===== config.mk =====
export PLATFORM = sky130hd
export DESIGN_NAME = plru_set_array_flat
export DESIGN_NICKNAME = d
export VERILOG_FILES = /design/src/rtl/plru_set_array_if.sv /design/src/rtl/plru_set_array.sv /design/src/flat_wrapper.sv
export SDC_FILE = /design/constraint.sdc
export NUM_CORES = 1
export LEC_CHECK = 0
export ABC_AREA = 1
export ABC_CLOCK_PERIOD_IN_PS = 5250
export CAP_MARGIN = 20
export CORE_ASPECT_RATIO = 1.4
export CORE_MARGIN = 10
export CORE_UTILIZATION = 51
export CTS_BUF_LIST = sky130_fd_sc_hd__clkbuf_8
export CTS_CLUSTER_SIZE = 10
export DETAILED_ROUTE_END_ITERATION = 6
export PLACE_DENSITY = 0.72
export SYNTH_ARGS = -nofsm -noshare
export SYNTH_HDL_FRONTEND = slang
export SYNTH_SLANG_ARGS = --single-unit

===== constraint.sdc =====
create_clock -name clk -period 5.25 [get_ports clk]
set_input_delay 1.3125 -clock clk [delete_from_list [all_inputs] [get_ports clk]]
set_output_delay 1.3125 -clock clk [all_outputs]
set_load 0.01 [all_outputs]

===== src/rtl/plru_set_array_if.sv =====
// plru_set_array_if
//   Bundles the update, victim-query/response and flush signals of the
//   pseudo-LRU set array. The cache pipeline uses the master side. The
//   replacement controller uses the slave side.
//   Ports (slave view):
//     upd_valid_i / upd_set_i / upd_used_i      : per-set "way used" update
//     req_valid_i / req_ready_o / req_set_i     : victim query handshake
//     req_invalid_i / req_lock_i                : per-way invalid / lock masks
//     resp_valid_o / resp_way_o / resp_idx_o /
//     resp_none_o                               : registered victim response
//     flush_i / busy_o                          : replacement-state sweep
interface plru_set_array_if #(
  parameter int WAYS = 4,
  parameter int SETS = 64
);
  localparam int SET_W = (SETS > 1) ? $clog2(SETS) : 1;
  localparam int WAY_W = $clog2(WAYS);

  logic             upd_valid_i;
  logic [SET_W-1:0] upd_set_i;
  logic [WAYS-1:0]  upd_used_i;

  logic             req_valid_i;
  logic             req_ready_o;
  logic [SET_W-1:0] req_set_i;
  logic [WAYS-1:0]  req_invalid_i;
  logic [WAYS-1:0]  req_lock_i;

  logic             resp_valid_o;
  logic [WAYS-1:0]  resp_way_o;
  logic [WAY_W-1:0] resp_idx_o;
  logic             resp_none_o;

  logic             flush_i;
  logic             busy_o;

  modport master (
    output upd_valid_i, upd_set_i, upd_used_i,
    output req_valid_i, req_set_i, req_invalid_i, req_lock_i,
    output flush_i,
    input  req_ready_o,
    input  resp_valid_o, resp_way_o, resp_idx_o, resp_none_o,
    input  busy_o
  );

  modport slave (
    input  upd_valid_i, upd_set_i, upd_used_i,
    input  req_valid_i, req_set_i, req_invalid_i, req_lock_i,
    input  flush_i,
    output req_ready_o,
    output resp_valid_o, resp_way_o, resp_idx_o, resp_none_o,
    output busy_o
  );
endinterface


===== src/rtl/plru_set_array.sv =====
// plru_set_array
//   Tree pseudo-LRU replacement controller holding one PLRU tree per set.
//   Trees use heap node order: node 0 is the root, and the children of node n
//   are nodes 2n+1 and 2n+2. A node bit of 1 means the LRU way is in the
//   upper subtree.
//   Ports:
//     clk   : clock
//     rst_n : asynchronous active-low reset. It clears every tree, the
//             sweep FSM and the response registers.
//     bus   : plru_set_array_if.slave. It carries the update port, the
//             victim query/response port and the flush sweep control.
//   Victim priority:
//     1. the lowest-index unlocked invalid way
//     2. a lock-aware tree walk
//     3. resp_none_o when every way is locked
//   An update and a query to the same set in one cycle see the updated tree.
module plru_set_array #(
  parameter int WAYS = 4,
  parameter int SETS = 64
) (
  input logic               clk,
  input logic               rst_n,
  plru_set_array_if.slave   bus
);

  localparam int SET_W = (SETS > 1) ? $clog2(SETS) : 1;
  localparam int WAY_W = $clog2(WAYS);
  localparam int NODES = WAYS - 1;
  localparam logic [SET_W-1:0] LAST_SET = SET_W'(SETS - 1);

  typedef enum logic {ST_IDLE, ST_SWEEP} state_t;

  typedef struct packed {
    logic             none;
    logic [WAY_W-1:0] idx;
  } victim_t;

  // ---------------------------------------------------------------------
  // Helper functions
  // ---------------------------------------------------------------------

  // Index of the lowest set bit. Returns 0 for an all-zero vector.
  function automatic logic [WAY_W-1:0] lowest_way(input logic [WAYS-1:0] v);
    logic [WAY_W-1:0] r;
    r = '0;
    for (int j = WAYS - 1; j >= 0; j--) begin
      if (v[j]) r = WAY_W'(j);
    end
    return r;
  endfunction

  // Mark a way most-recently used. Each node on the way's path is pointed
  // away from it.
  function automatic logic [NODES-1:0] touch_tree(input logic [NODES-1:0] tree,
                                                  input logic [WAY_W-1:0] way);
    logic [NODES-1:0] t;
    logic [NODES-1:0] mask;
    logic [WAY_W-1:0] wsh;
    logic             dir;
    int               node;
    t = tree;
    for (int lvl = 0; lvl < WAY_W; lvl++) begin
      wsh  = way >> (WAY_W - lvl);
      node = (1 << lvl) - 1 + int'(wsh);
      wsh  = way >> (WAY_W - 1 - lvl);
      dir  = ~wsh[0];
      mask = NODES'(1) << node;
      t    = dir ? (t | mask) : (t & ~mask);
    end
    return t;
  endfunction

  // Choose the victim. At each node the walk follows the node bit. It takes
  // the other child only when every way under the preferred child is locked.
  // The walk starts only when some way is unlocked, so it always ends on an
  // unlocked way.
  function automatic victim_t pick_victim(input logic [NODES-1:0] tree,
                                          input logic [WAYS-1:0]  inv,
                                          input logic [WAYS-1:0]  lock);
    victim_t          v;
    logic [WAYS-1:0]  avail;
    logic [WAYS-1:0]  cand;
    logic [NODES-1:0] tsh;
    logic             all_locked;
    int               prefix;
    int               child;
    int               node;
    v.none = 1'b0;
    v.idx  = '0;
    avail  = ~lock;
    cand   = inv & avail;
    prefix = 0;
    if (avail == '0) begin
      v.none = 1'b1;
    end else if (cand != '0) begin
      v.idx = lowest_way(cand);
    end else begin
      for (int lvl = 0; lvl < WAY_W; lvl++) begin
        node       = (1 << lvl) - 1 + prefix;
        tsh        = tree >> node;
        child      = 2 * prefix + (tsh[0] ? 1 : 0);
        all_locked = 1'b1;
        for (int j = 0; j < WAYS; j++) begin
          if ((j >> (WAY_W - 1 - lvl)) == child) all_locked = all_locked & lock[j];
        end
        if (all_locked) child = child ^ 1;
        prefix = child;
      end
      v.idx = WAY_W'(prefix);
    end
    return v;
  endfunction

  // ---------------------------------------------------------------------
  // Sweep FSM (state register / next state / outputs)
  // ---------------------------------------------------------------------
  state_t           state_reg, state_next;
  logic [SET_W-1:0] cnt_reg, cnt_next;
  logic             is_idle;
  logic             sweep_clr;
  logic             req_ready;

  always_ff @(posedge clk or negedge rst_n) begin
    if (!rst_n) begin
      state_reg <= ST_IDLE;
      cnt_reg   <= '0;
    end else begin
      state_reg <= state_next;
      cnt_reg   <= cnt_next;
    end
  end

  always_comb begin
    state_next = state_reg;
    cnt_next   = cnt_reg;
    case (state_reg)
      ST_IDLE: begin
        if (bus.flush_i) begin
          state_next = ST_SWEEP;
          cnt_next   = '0;
        end
      end
      ST_SWEEP: begin
        if (cnt_reg == LAST_SET) begin
          state_next = ST_IDLE;
          cnt_next   = '0;
        end else begin
          cnt_next = cnt_reg + SET_W'(1);
        end
      end
      default: begin
        state_next = ST_IDLE;
        cnt_next   = '0;
      end
    endcase
  end

  always_comb begin
    is_idle   = (state_reg == ST_IDLE);
    sweep_clr = (state_reg == ST_SWEEP);
    req_ready = is_idle && !bus.flush_i;
  end

  assign bus.req_ready_o = req_ready;
  assign bus.busy_o      = sweep_clr;

  // ---------------------------------------------------------------------
  // Update and query datapath
  // ---------------------------------------------------------------------
  // With a single set there is no meaningful index, so it is forced to 0.
  logic [SET_W-1:0] upd_set_eff;
  logic [SET_W-1:0] req_set_eff;
  logic             upd_apply;
  logic             req_accept;
  logic [WAY_W-1:0] upd_way;
  logic [NODES-1:0] upd_tree_old;
  logic [NODES-1:0] upd_tree_new;
  logic [NODES-1:0] req_tree_mem;
  logic [NODES-1:0] req_tree;
  victim_t          vic;

  logic [SETS-1:0][NODES-1:0] tree_view;

  assign upd_set_eff = (SETS == 1) ? '0 : bus.upd_set_i;
  assign req_set_eff = (SETS == 1) ? '0 : bus.req_set_i;

  // An update is dropped during a sweep. It is still applied in the cycle
  // that starts the sweep.
  assign upd_apply  = is_idle && bus.upd_valid_i && (bus.upd_used_i != '0);
  assign req_accept = bus.req_valid_i && req_ready;
  assign upd_way    = lowest_way(bus.upd_used_i);

  always_comb begin
    upd_tree_old = '0;
    req_tree_mem = '0;
    for (int s = 0; s < SETS; s++) begin
      if (upd_set_eff == SET_W'(s)) upd_tree_old = tree_view[s];
      if (req_set_eff == SET_W'(s)) req_tree_mem = tree_view[s];
    end
  end

  assign upd_tree_new = touch_tree(upd_tree_old, upd_way);

  // Forward the post-update tree when the same set is updated in this cycle.
  assign req_tree = (upd_apply && (upd_set_eff == req_set_eff)) ? upd_tree_new
                                                                : req_tree_mem;
  assign vic      = pick_victim(req_tree, bus.req_invalid_i, bus.req_lock_i);

  // One register per set. The sweep clear takes precedence over an update.
  // Both cannot happen together, because updates are only applied in IDLE.
  for (genvar gi = 0; gi < SETS; gi++) begin : g_set
    logic [NODES-1:0] tree_reg;

    always_ff @(posedge clk or negedge rst_n) begin
      if (!rst_n) begin
        tree_reg <= '0;
      end else if (sweep_clr && (cnt_reg == SET_W'(gi))) begin
        tree_reg <= '0;
      end else if (upd_apply && (upd_set_eff == SET_W'(gi))) begin
        tree_reg <= upd_tree_new;
      end
    end

    assign tree_view[gi] = tree_reg;
  end

  // ---------------------------------------------------------------------
  // Registered response. Outputs hold between valid pulses.
  // ---------------------------------------------------------------------
  logic             resp_valid_reg;
  logic [WAYS-1:0]  resp_way_reg;
  logic [WAY_W-1:0] resp_idx_reg;
  logic             resp_none_reg;

  always_ff @(posedge clk or negedge rst_n) begin
    if (!rst_n) begin
      resp_valid_reg <= 1'b0;
      resp_way_reg   <= '0;
      resp_idx_reg   <= '0;
      resp_none_reg  <= 1'b0;
    end else begin
      resp_valid_reg <= req_accept;
      if (req_accept) begin
        resp_none_reg <= vic.none;
        resp_idx_reg  <= vic.none ? '0 : vic.idx;
        resp_way_reg  <= vic.none ? '0 : (WAYS'(1) << vic.idx);
      end
    end
  end

  assign bus.resp_valid_o = resp_valid_reg;
  assign bus.resp_way_o   = resp_way_reg;
  assign bus.resp_idx_o   = resp_idx_reg;
  assign bus.resp_none_o  = resp_none_reg;

  // The used-way mask must be one-hot or zero. The datapath applies the
  // lowest set bit regardless.
  a_upd_onehot : assert property (@(posedge clk) disable iff (!rst_n)
                                  bus.upd_valid_i |-> $onehot0(bus.upd_used_i));

endmodule


===== src/flat_wrapper.sv =====
// flat-port wrapper written by rule: the top's interface ports become plain ports
module plru_set_array_flat 
#(
  parameter int WAYS = 4,
  parameter int SETS = 64
)
  (clk, rst_n, bus_upd_valid_i, bus_upd_set_i, bus_upd_used_i, bus_req_valid_i, bus_req_set_i, bus_req_invalid_i, bus_req_lock_i, bus_flush_i, bus_req_ready_o, bus_resp_valid_o, bus_resp_way_o, bus_resp_idx_o, bus_resp_none_o, bus_busy_o);
  plru_set_array_if #(.WAYS(WAYS), .SETS(SETS)) bus_i ();
  input logic clk;
  input logic rst_n;
  input wire logic [$bits(bus_i.upd_valid_i)-1:0] bus_upd_valid_i;
  input wire logic [$bits(bus_i.upd_set_i)-1:0] bus_upd_set_i;
  input wire logic [$bits(bus_i.upd_used_i)-1:0] bus_upd_used_i;
  input wire logic [$bits(bus_i.req_valid_i)-1:0] bus_req_valid_i;
  input wire logic [$bits(bus_i.req_set_i)-1:0] bus_req_set_i;
  input wire logic [$bits(bus_i.req_invalid_i)-1:0] bus_req_invalid_i;
  input wire logic [$bits(bus_i.req_lock_i)-1:0] bus_req_lock_i;
  input wire logic [$bits(bus_i.flush_i)-1:0] bus_flush_i;
  output wire logic [$bits(bus_i.req_ready_o)-1:0] bus_req_ready_o;
  output wire logic [$bits(bus_i.resp_valid_o)-1:0] bus_resp_valid_o;
  output wire logic [$bits(bus_i.resp_way_o)-1:0] bus_resp_way_o;
  output wire logic [$bits(bus_i.resp_idx_o)-1:0] bus_resp_idx_o;
  output wire logic [$bits(bus_i.resp_none_o)-1:0] bus_resp_none_o;
  output wire logic [$bits(bus_i.busy_o)-1:0] bus_busy_o;
  assign bus_i.upd_valid_i = bus_upd_valid_i;
  assign bus_i.upd_set_i = bus_upd_set_i;
  assign bus_i.upd_used_i = bus_upd_used_i;
  assign bus_i.req_valid_i = bus_req_valid_i;
  assign bus_i.req_set_i = bus_req_set_i;
  assign bus_i.req_invalid_i = bus_req_invalid_i;
  assign bus_i.req_lock_i = bus_req_lock_i;
  assign bus_i.flush_i = bus_flush_i;
  assign bus_req_ready_o = bus_i.req_ready_o;
  assign bus_resp_valid_o = bus_i.resp_valid_o;
  assign bus_resp_way_o = bus_i.resp_way_o;
  assign bus_resp_idx_o = bus_i.resp_idx_o;
  assign bus_resp_none_o = bus_i.resp_none_o;
  assign bus_busy_o = bus_i.busy_o;
  plru_set_array #(.WAYS(WAYS), .SETS(SETS)) u_core (.clk(clk), .rst_n(rst_n), .bus(bus_i));
endmodule

==> flow_summary_export.csv <==
group,metric,value,unit
sta,slew_headroom,0.207,
setup_path,cp-end-kind,"register",
route,wl,51800,um
setup_path,crit_path_top_delay_cell,"nor3_4",
final_layout,final_cell_mix,"425 x nand2_1, 306 x inv_1, 276 x nor2_1",
yosys,synth_area_leaders,"dfrtp_1 43%, nand2_1 15%, nor2_1 9.7%",
sta,worst_hold_slack,490,ps
die,die-area,30300,um2
die,core,23300,um2
sta,slew_viol_final,0,
sta,skew,27.1,ps
place,port_buffers,38,
route,wl_per_cell,22.0,um
yosys,synthesis.nets,1823,
grt,antenna_found_initial,3,
sta,grt_setup_unrepaired,"yes",
yosys,synth_top_cell_by_area,"dfrtp_1",
power,irDropWorstVdd,0.380,mV
sta,hold_violations,0,
route,drtIter0Drc,1362,
final_layout,area_growth,36.6,%
cts,cts_hold_buffers,0,
die,die_width,150,um
place,routabilityCongestion,1.04,
sta,worst_pin_slew,1190,ps
grt,gr-usage-all-layers,0.332,
yosys,ys_ff_latch,207,
route,drc,0,
yosys,ys_seq_area_frac,0.429,
setup_path,crit_required,5700,ps
grt,globalRouteOverflowTotal,0,
die,start_util,0.518,
die,pin_count,39,
route,viasPerCell,5.88,
grt,grt_max_degree,105,
die,fp-row-count,66,
yosys,netlist_area,12100,um2
die,dieHeight,202,um
cts,numCtsBuffers,35,
sta,fin_crit,5910,ps
route,ant_nets,0,
setup_path,crit_fanout,7,
setup_path,critPathMostFrequentCell,"nand4_1",
final_layout,utilization,0.708,
outcome,violations,"setup timing",
cts,clk_pin_slew,60,ps
grt,grt_pass1_vias,13717,
route,vias,13858,
sta,worst_slack,-660,ps
power,powerDensity,285,nW/um2
final_layout,antennaDiodeCount,0,
final_layout,mostFrequentLayoutCell,"nand2_1",
sta,fmax,169,MHz
setup_path,crit_type,"primary input to register",
setup_path,arrival,6360,ps
cts,clock_path_buffers,3,
place,place_hpwl,34100,um
route,drtPass1Iterations,6,
place,post-place-ws,-1910,ps
hold_path,hp-class,"register to register",
cts,clkLatencyLatePin,570,ps
yosys,syn_inst,1790,
yosys,synth_warnings,0,
cts,h-tree-depth,2,
final_layout,drive_above_1_share,0.240,
place,placed_area,13800,um2
setup_path,slowest_delay,200,ps
yosys,yosys.cell_types.count,34,
grt,grt_pass1_wl,76800,um
power,p_leak,0.00745,uW
outcome,outcome,"complete, but fails checks",
cts,root_buffer,"clkbuf_8",
yosys,synth_top_area_frac,0.429,
sta,finalCritPeriodShare,1.13,
setup_path,startpoint_type,"primary input",
cts,cts.sink_count,207,
sta,setup_viol,133,
final_layout,final_cell_count_no_fill,2355,
final_layout,largest_register_ffs,192,
final_layout,nets,2060,
yosys,syn_area_per_cell,6.74,um2
final_layout,stdcell_area,16500,um2
place,dp_cells,2234,
job,max_cap_violations,0,
cts,cts_tree,"done",
[kinds of logic (layout without fill, tap and decap cells)]
group	count (synthesis)	after routing	synth area share
simple gates	950	950	0.323
buf+inv	352	611	0.111
compound gates	272	272	0.128
flops	207	207	0.429
xor+xnor	5	5	0.00363
fa+ha+maj	4	4	0.00415
[Yosys cell counts]
cell type / instances
nor2_2: 4
nand3_1: 68
a221oi_1: 1
nand2_4: 1
or2_1: 1
a22o_1: 12
buf_6: 1
o22ai_1: 90
a32o_1: 2
nor3_1: 10
nand4_1: 77
buf_4: 1
nor3b_1: 1
o21ai_0: 125
buf_1: 3
nand3b_1: 1
o21ai_2: 2
a22oi_1: 1
buf_2: 7
o211ai_1: 1
nand2_1: 471
xor2_1: 5
nor2_1: 311
a211oi_1: 1
ha_1: 4
dfrtp_1: 207
a21oi_1: 37
clkinv_1: 2
nand2_2: 4
inv_2: 5
inv_4: 1
nor3_2: 1
clkbuf_1: 29
inv_1: 303
[through the flow]
step | total power (uW) | TNS, ps
floorplan | 2380 | 0
global placement | 2900 | -138690
detailed placement | 2910 | -156840
CTS | 4590 | -46410
global route | 4870 | -95690
finish | 4700 | -59820
[where the power goes]
group          leakage, uW  total [uW]  internal, uW  switching, uW
sequential         0.00283        1860          1750            111
clock             0.000402        1470           782            690
combinational      0.00422        1370           471            900
total              0.00745        4700          3000           1700
[final cells by class]
cell class / instances / area [um2]
Timing Repair Buffer: 241 / 2480
Clock buffer: 43 / 592
Clock inverter: 16 / 87.6
Sequential cell: 207 / 5180
Fill cell: 1931 / 6810
Inverter: 311 / 1200
Tap cell: 306 / 383
Multi-Input combinational cell: 1231 / 6560
[critical path: cells and delay by family]
| kind | cells | cell delay [ps] |
|---|---|---|
| buf+inv | 4 | 410 |
| simple gates | 42 | 4650 |
[path summary, 6_finish.rpt]
kind                                           endpoint                   startpoint  slack, ps  cells after the start
max                            u_core.bus.resp_way_o[2]             bus_req_set_i[5]       -660                     46
min                            u_core.bus.resp_way_o[3]     u_core.bus.resp_way_o[3]        490                      2
max reg2reg                    u_core.bus.resp_way_o[2]  u_core.g_set[2].tree_reg[2]        -10                     42
min reg2reg                    u_core.bus.resp_way_o[3]     u_core.bus.resp_way_o[3]        490                      2
max in group asynchronous  u_core.g_set[53].tree_reg[1]                        rst_n       3240                      2
min in group asynchronous        u_core.bus.resp_none_o                        rst_n        840                      1
[what timing repair did]
item / 4_1_cts / 5_1_grt
setup buffers: 42 / 14
pin swaps: 53 / 56
setup endpoints to repair: 134 / 134
gates cloned: 16 / 0
gates resized for setup: 280 / 170
[per-layer routing]
metal | global-route usage | routed length (um) | part of all wire | up-vias
met5 | 0 | 20 | 0.00039 | -
met4 | 0.303 | 5850 | 0.11 | 2
met3 | 0.0896 | 5290 | 0.10 | 305
met2 | 0.504 | 22800 | 0.44 | 852
met1 | 0.371 | 17800 | 0.34 | 6492
li1 | - | - | - | 6207
No activity file was read; power rests on OpenSTA's default activity.
